===== src/rtl/crc_pkg.sv =====
// Shared constants and state encoding for the serial CRC blocks
// (checker, serial encoder and error logger).
package crc_pkg;

    localparam int                 CRC_N   = 16;
    localparam int                 CRC_R   = 7;
    localparam logic [CRC_R-1:0]   CRC_DIV = 7'b1111011;
    localparam int                 CRC_CW  = 16;

    typedef enum logic [1:0] {
        ST_IDLE  = 2'd0,
        ST_SHIFT = 2'd1,
        ST_DONE  = 2'd2
    } crc_state_t;

endpackage


===== src/rtl/crc_div_step.sv =====
// One bit of GF(2) polynomial long division: conditional reduce, then shift
// the next dividend bit into the remainder.
module crc_div_step
    import crc_pkg::*;
#(
    parameter int             R   = CRC_R,
    parameter logic [R-1:0]   DIV = CRC_DIV
) (
    input  logic [R-1:0] i_rem,
    input  logic         i_bit,
    output logic [R-1:0] o_reduced,
    output logic [R-1:0] o_next
);

    assign o_reduced = i_rem[R-1] ? (i_rem ^ DIV) : i_rem;
    assign o_next    = {o_reduced[R-2:0], i_bit};

endmodule


===== src/rtl/crc_check_sequencer.sv =====
// Bit-serial CRC checker: one division step per cycle over N cycles, result
// held on a valid/ready output, plus saturating good/bad frame counters.
module crc_check_sequencer
    import crc_pkg::*;
#(
    parameter int             N   = CRC_N,
    parameter int             R   = CRC_R,
    parameter logic [R-1:0]   DIV = CRC_DIV,
    parameter int             CW  = CRC_CW
) (
    input  logic             clk,
    input  logic             rst,
    input  logic             in_valid,
    output logic             in_ready,
    input  logic [N+R-2:0]   in_stream,
    output logic             out_valid,
    input  logic             out_ready,
    output logic [N-1:0]     out_data,
    output logic [R-2:0]     out_syndrome,
    output logic             out_error,
    output logic [CW-1:0]    cnt_ok,
    output logic [CW-1:0]    cnt_err,
    input  logic             cnt_clr
);

    localparam int             BW        = $clog2(N);
    localparam logic [BW-1:0]  BCNT_LAST = BW'(N - 1);

    crc_state_t      r_state;
    crc_state_t      w_state_nxt;
    logic [N-1:0]    r_data;
    logic [R-1:0]    r_rem;
    logic [N-2:0]    r_sreg;
    logic [BW-1:0]   r_bcnt;
    logic [CW-1:0]   r_cnt_ok;
    logic [CW-1:0]   r_cnt_err;

    logic [R-1:0]    w_reduced;
    logic [R-1:0]    w_rem_shift;
    logic            w_accept;
    logic            w_out_hs;

    crc_div_step #(
        .R   (R),
        .DIV (DIV)
    ) u_div_step (
        .i_rem     (r_rem),
        .i_bit     (r_sreg[N-2]),
        .o_reduced (w_reduced),
        .o_next    (w_rem_shift)
    );

    // NOTE: state registers use non-blocking (<=) so every flop samples
    // pre-edge values; blocking here would create order-dependent races.
    always_ff @(posedge clk) begin
        if (rst) begin
            r_state <= ST_IDLE;
        end else begin
            r_state <= w_state_nxt;
        end
    end

    // NOTE: every signal driven here gets a default first so no path leaves
    // it unassigned, which would otherwise infer a latch.
    always_comb begin
        w_state_nxt = r_state;
        in_ready    = 1'b0;
        out_valid   = 1'b0;
        unique case (r_state)
            ST_IDLE: begin
                in_ready = 1'b1;
                if (in_valid) begin
                    w_state_nxt = ST_SHIFT;
                end
            end
            ST_SHIFT: begin
                if (r_bcnt == '0) begin
                    w_state_nxt = ST_DONE;
                end
            end
            ST_DONE: begin
                out_valid = 1'b1;
                if (out_ready) begin
                    w_state_nxt = ST_IDLE;
                end
            end
            default: begin
                w_state_nxt = ST_IDLE;
            end
        endcase
    end

    assign w_accept = in_valid && in_ready;
    assign w_out_hs = out_valid && out_ready;

    // The top R dividend bits seed the remainder; the remaining N-1 bits
    // stream in MSB first from r_sreg, one per SHIFT cycle.
    always_ff @(posedge clk) begin
        if (rst) begin
            r_data <= '0;
            r_rem  <= '0;
            r_sreg <= '0;
            r_bcnt <= '0;
        end else begin
            if (w_accept) begin
                r_data <= in_stream[N+R-2:R-1];
                r_rem  <= in_stream[N+R-2:N-1];
                r_sreg <= in_stream[N-2:0];
                r_bcnt <= BCNT_LAST;
            end else if (r_state == ST_SHIFT) begin
                if (r_bcnt != '0) begin
                    r_rem  <= w_rem_shift;
                    r_sreg <= {r_sreg[N-3:0], 1'b0};
                    r_bcnt <= r_bcnt - BW'(1);
                end else begin
                    r_rem  <= w_reduced;
                end
            end
        end
    end

    // Clear wins over a same-cycle increment; both counters stick at all-ones.
    always_ff @(posedge clk) begin
        if (rst || cnt_clr) begin
            r_cnt_ok  <= '0;
            r_cnt_err <= '0;
        end else if (w_out_hs) begin
            if (out_error) begin
                if (r_cnt_err != '1) begin
                    r_cnt_err <= r_cnt_err + CW'(1);
                end
            end else begin
                if (r_cnt_ok != '1) begin
                    r_cnt_ok <= r_cnt_ok + CW'(1);
                end
            end
        end
    end

    assign out_data     = r_data;
    assign out_syndrome = r_rem[R-2:0];
    assign out_error    = |r_rem[R-2:0];
    assign cnt_ok       = r_cnt_ok;
    assign cnt_err      = r_cnt_err;

endmodule


===== config.mk =====
export PLATFORM = sky130hd
export DESIGN_NAME = crc_check_sequencer
export DESIGN_NICKNAME = d
export VERILOG_FILES = /design/src/rtl/crc_pkg.sv /design/src/rtl/crc_div_step.sv /design/src/rtl/crc_check_sequencer.sv
export SDC_FILE = /design/constraint.sdc
export NUM_CORES = 1
export LEC_CHECK = 0
export CELL_PAD_IN_SITES_DETAIL_PLACEMENT = 0
export CELL_PAD_IN_SITES_GLOBAL_PLACEMENT = 2
export CORE_ASPECT_RATIO = 1.5
export CORE_MARGIN = 1.5
export CORE_UTILIZATION = 30
export DETAILED_ROUTE_END_ITERATION = 6
export GPL_TIMING_DRIVEN = 0
export PLACE_DENSITY_LB_ADDON = 0.1
export SLEW_MARGIN = 20
export SYNTH_ARGS = -nofsm -noshare
export SYNTH_HDL_FRONTEND = slang
export SYNTH_SLANG_ARGS = --single-unit

===== constraint.sdc =====
create_clock -name clk -period 5.2 [get_ports clk]
set_input_delay 0.52 -clock clk [delete_from_list [all_inputs] [get_ports clk]]
set_output_delay 0.52 -clock clk [all_outputs]
set_load 0.1 [all_outputs]

==> out/qor.txt <==
I/O pin count -> 84
CTS tree -> done
critical path class -> flip-flop to output pin
CTS H-tree lvls -> 3
Placement Cell Area -> 4810 sq um
CP arrival -> 2.30 ns
final hold violations -> 0
Commonest cells post-synth -> dfxtp_1 (76), nand2_1 (66), a21oi_1 (46)
PwrDens -> 330 nW/um^2
Critical Path Sink Type -> output pin
setup tns final -> 0 ns
number of synthesized flops with an enable pin -> 0
hold path cells -> 2
vias in the first global route -> 3519
post-route ant nets -> 0
cell taking the most area after synthesis -> dfxtp_1
RSZ-0062 raised after global routing -> false
Synth Flop Type -> dfxtp_1
Slew headroom -> 34.2%
Clk pwr share -> 38.1%
Die ar. -> 13400 sq um
Area contributors post-synth -> dfxtp_1 (40%), nand2_1 (6.5%), a21oi_1 (6.1%), mux2i_1 (4.7%), or4_1 (2.8%)
Reg clk slew, reported paths -> 0.06 ns
grt met3 use -> 3.29%
Comb pwr share -> 23.6%
Core Box Area -> 12400 sq um
post-synthesis cell type count -> 59
grt ovf -> 0
Final min period -> 2.82 ns
row cnt -> 50
Post-DP HPWL -> 8.27 mm
Buffers on Ports -> 82
Post CTS Setup Buffer Count -> 0
warnings from Yosys -> 0
Layout fillers -> 1274
worst clock skew -> 0.00586 ns
drt initial violations -> 141
register area share after synthesis -> 40.1%
Avg WL per Cell -> 15.9 um
first-pass GRT wire length -> 18.3 mm
Max Cap Viol -> 0
status -> finished, final reports clean
final net count -> 573
GRT met1 Usage -> 20.8%
Int Pwr -> 1.12 mW
Power Total -> 1.69 mW
Total GRT Usage -> 17.5%
Setup crit start kind -> flip-flop
gpl congestion -> 0.803
worst hold start -> out_data[13]
count of hold-fix buffers inserted at cts -> 0
finished layout cell area -> 5120 sq um
Final Cycle Share -> 54.3%
drc violations -> 0
Mapped Area -> 3800 sq um
worst reg2reg path endpoint -> out_data[7]
Top Usage Layer GRT -> met2
Final WS setup -> 2.38 ns
Synth top area share -> 40.1%
Cells after Synth -> 450
clk sinks -> 76
Synth Register Bits -> 76
post-CTS sizing -> 0
Synth Net Count -> 480
switching share of power -> 33.8%
Worst Hold Path EP -> out_data[13]
fmax -> 0.354 GHz
initial antenna violation count -> 0
post-synthesis async set-or-reset flop share -> 0%
hold crit path type -> flip-flop to flip-flop
largest net degree at the start of global routing -> 15
most numerous cell in the Yosys netlist -> dfxtp_1
GRT met2 Usage -> 30.8%
area growth from synthesis to layout -> 34.7%
CTS buffer count -> 9
share of layout cells above drive strength 1 -> 8.21%
pre-CTS setup slack -> 2.45 ns
r2r setup slk -> 3.07 ns
sequential share of power -> 38.3%
Worst R2R Start -> r_state[1]
initial core utilization -> 30.7%
Die Wd -> 94.9 um
worst vdd ir -> 141 uV
ANT cells -> 0
Final Max Slew Viols -> 0
chip height -> 141 um
Crit path required time -> 4.68 ns
via count -> 3756
# setup viols final -> 0
routed wire length -> 11.2 mm
clk buf depth -> 2
Leak Pwr -> 1.74 nW
Syn Area/Cell -> 8.44 sq um
Crit Path Max Fanout -> 8
CTS Root Cell -> clkbuf_16
depth of the worst register-to-register path -> 6
Least-Margin Pin Slew -> 0.985 ns
Skew-Pair Late Insertion Delay -> 0.34 ns
Final Util -> 41.3%
net switching power figure -> 0.570 mW
vias per cell -> 5.34
first drt pass iteration count -> 4
-- layer usage --
layer  vias up  part of all wire (%)
li1       1858                     -
met1      1782                    43
met2        99                    52
met3        17                   3.8
met4         0                   1.6
met5         -                     0
-- layout make-up --
class | instances | area [sq um] | area share [%]
Sequential cell | 76 | 1520 | 29.7
Clock buffer | 9 | 225 | 4.40
Tap cell | 156 | 195 | 3.82
Inverter | 8 | 30.0 | 0.587
Multi-Input combinational cell | 331 | 2070 | 40.5
Buffer | 35 | 173 | 3.37
Clock inverter | 7 | 76.3 | 1.49
Timing Repair Buffer | 82 | 821 | 16.0
-- cells by family after synthesis --
group,Yosys count,share of synthesized area (%)
XOR/XNOR,4,0.922
AO/OA/AOI/OAI,110,18.7
flip-flops,76,40.1
AND/OR/NAND/NOR,193,28.3
adder cells (fa/ha/maj),3,0.988
multiplexers,21,5.63
buffers and inverters,43,5.34
-- cell usage in the layout (no fill, tap or decap), types with 14 or more instances in the layout --
master	n
clkdlybuf4s50_1	82
dfxtp_1	76
nand2_1	66
a21oi_1	46
nor2_1	22
nand3_1	20
clkbuf_1	18
mux2i_1	18
or4_1	14
-- power by group through the flow --
stage	combinational, mW	clock (mW)	sequential [mW]
6_report	0.399	0.643	0.646
2_1_floorplan	0.232	0	0.718
5_1_grt	0.429	0.683	0.651
3_5_place_dp	0.402	0	0.659
3_3_place_gp	0.401	0	0.658
4_1_cts	0.403	0.661	0.646
-- worst max-delay path: stages, from the launching register on --
cell,delay (ns)
dfxtp_1,0.54
nor2_1,0.17
nand2_1,0.12
clkdlybuf4s50_1,1.14
-- stage by stage --
stage	hold slack, ns	cells
after CTS	0.457	704
after floorplan	0.436	450
after global routing	0.478	704
final	0.453	704
after global placement	0.443	688
after detailed placement	0.448	688
-- registers in the layout (all words and copies together) (netlist names) --
signal / cells
cnt_err: 16
cnt_ok: 16
out_data: 16
r_bcnt: 4
r_rem: 7
r_sreg: 15
r_state: 2
-- worst max-delay path by stage --
stage,to,slack [ns],startpoint,cells past startpoint
floorplan,cnt_err[14],2.61,cnt_err[1],6
global placement,out_data[10],2.46,in_valid,7
detailed placement,out_data[7],2.45,in_valid,7
CTS,out_error,2.38,r_rem[3],3
global route,out_error,2.28,r_rem[0],3
finish,out_error,2.38,r_rem[3],3
No activity file was read; power rests on OpenSTA's default activity.
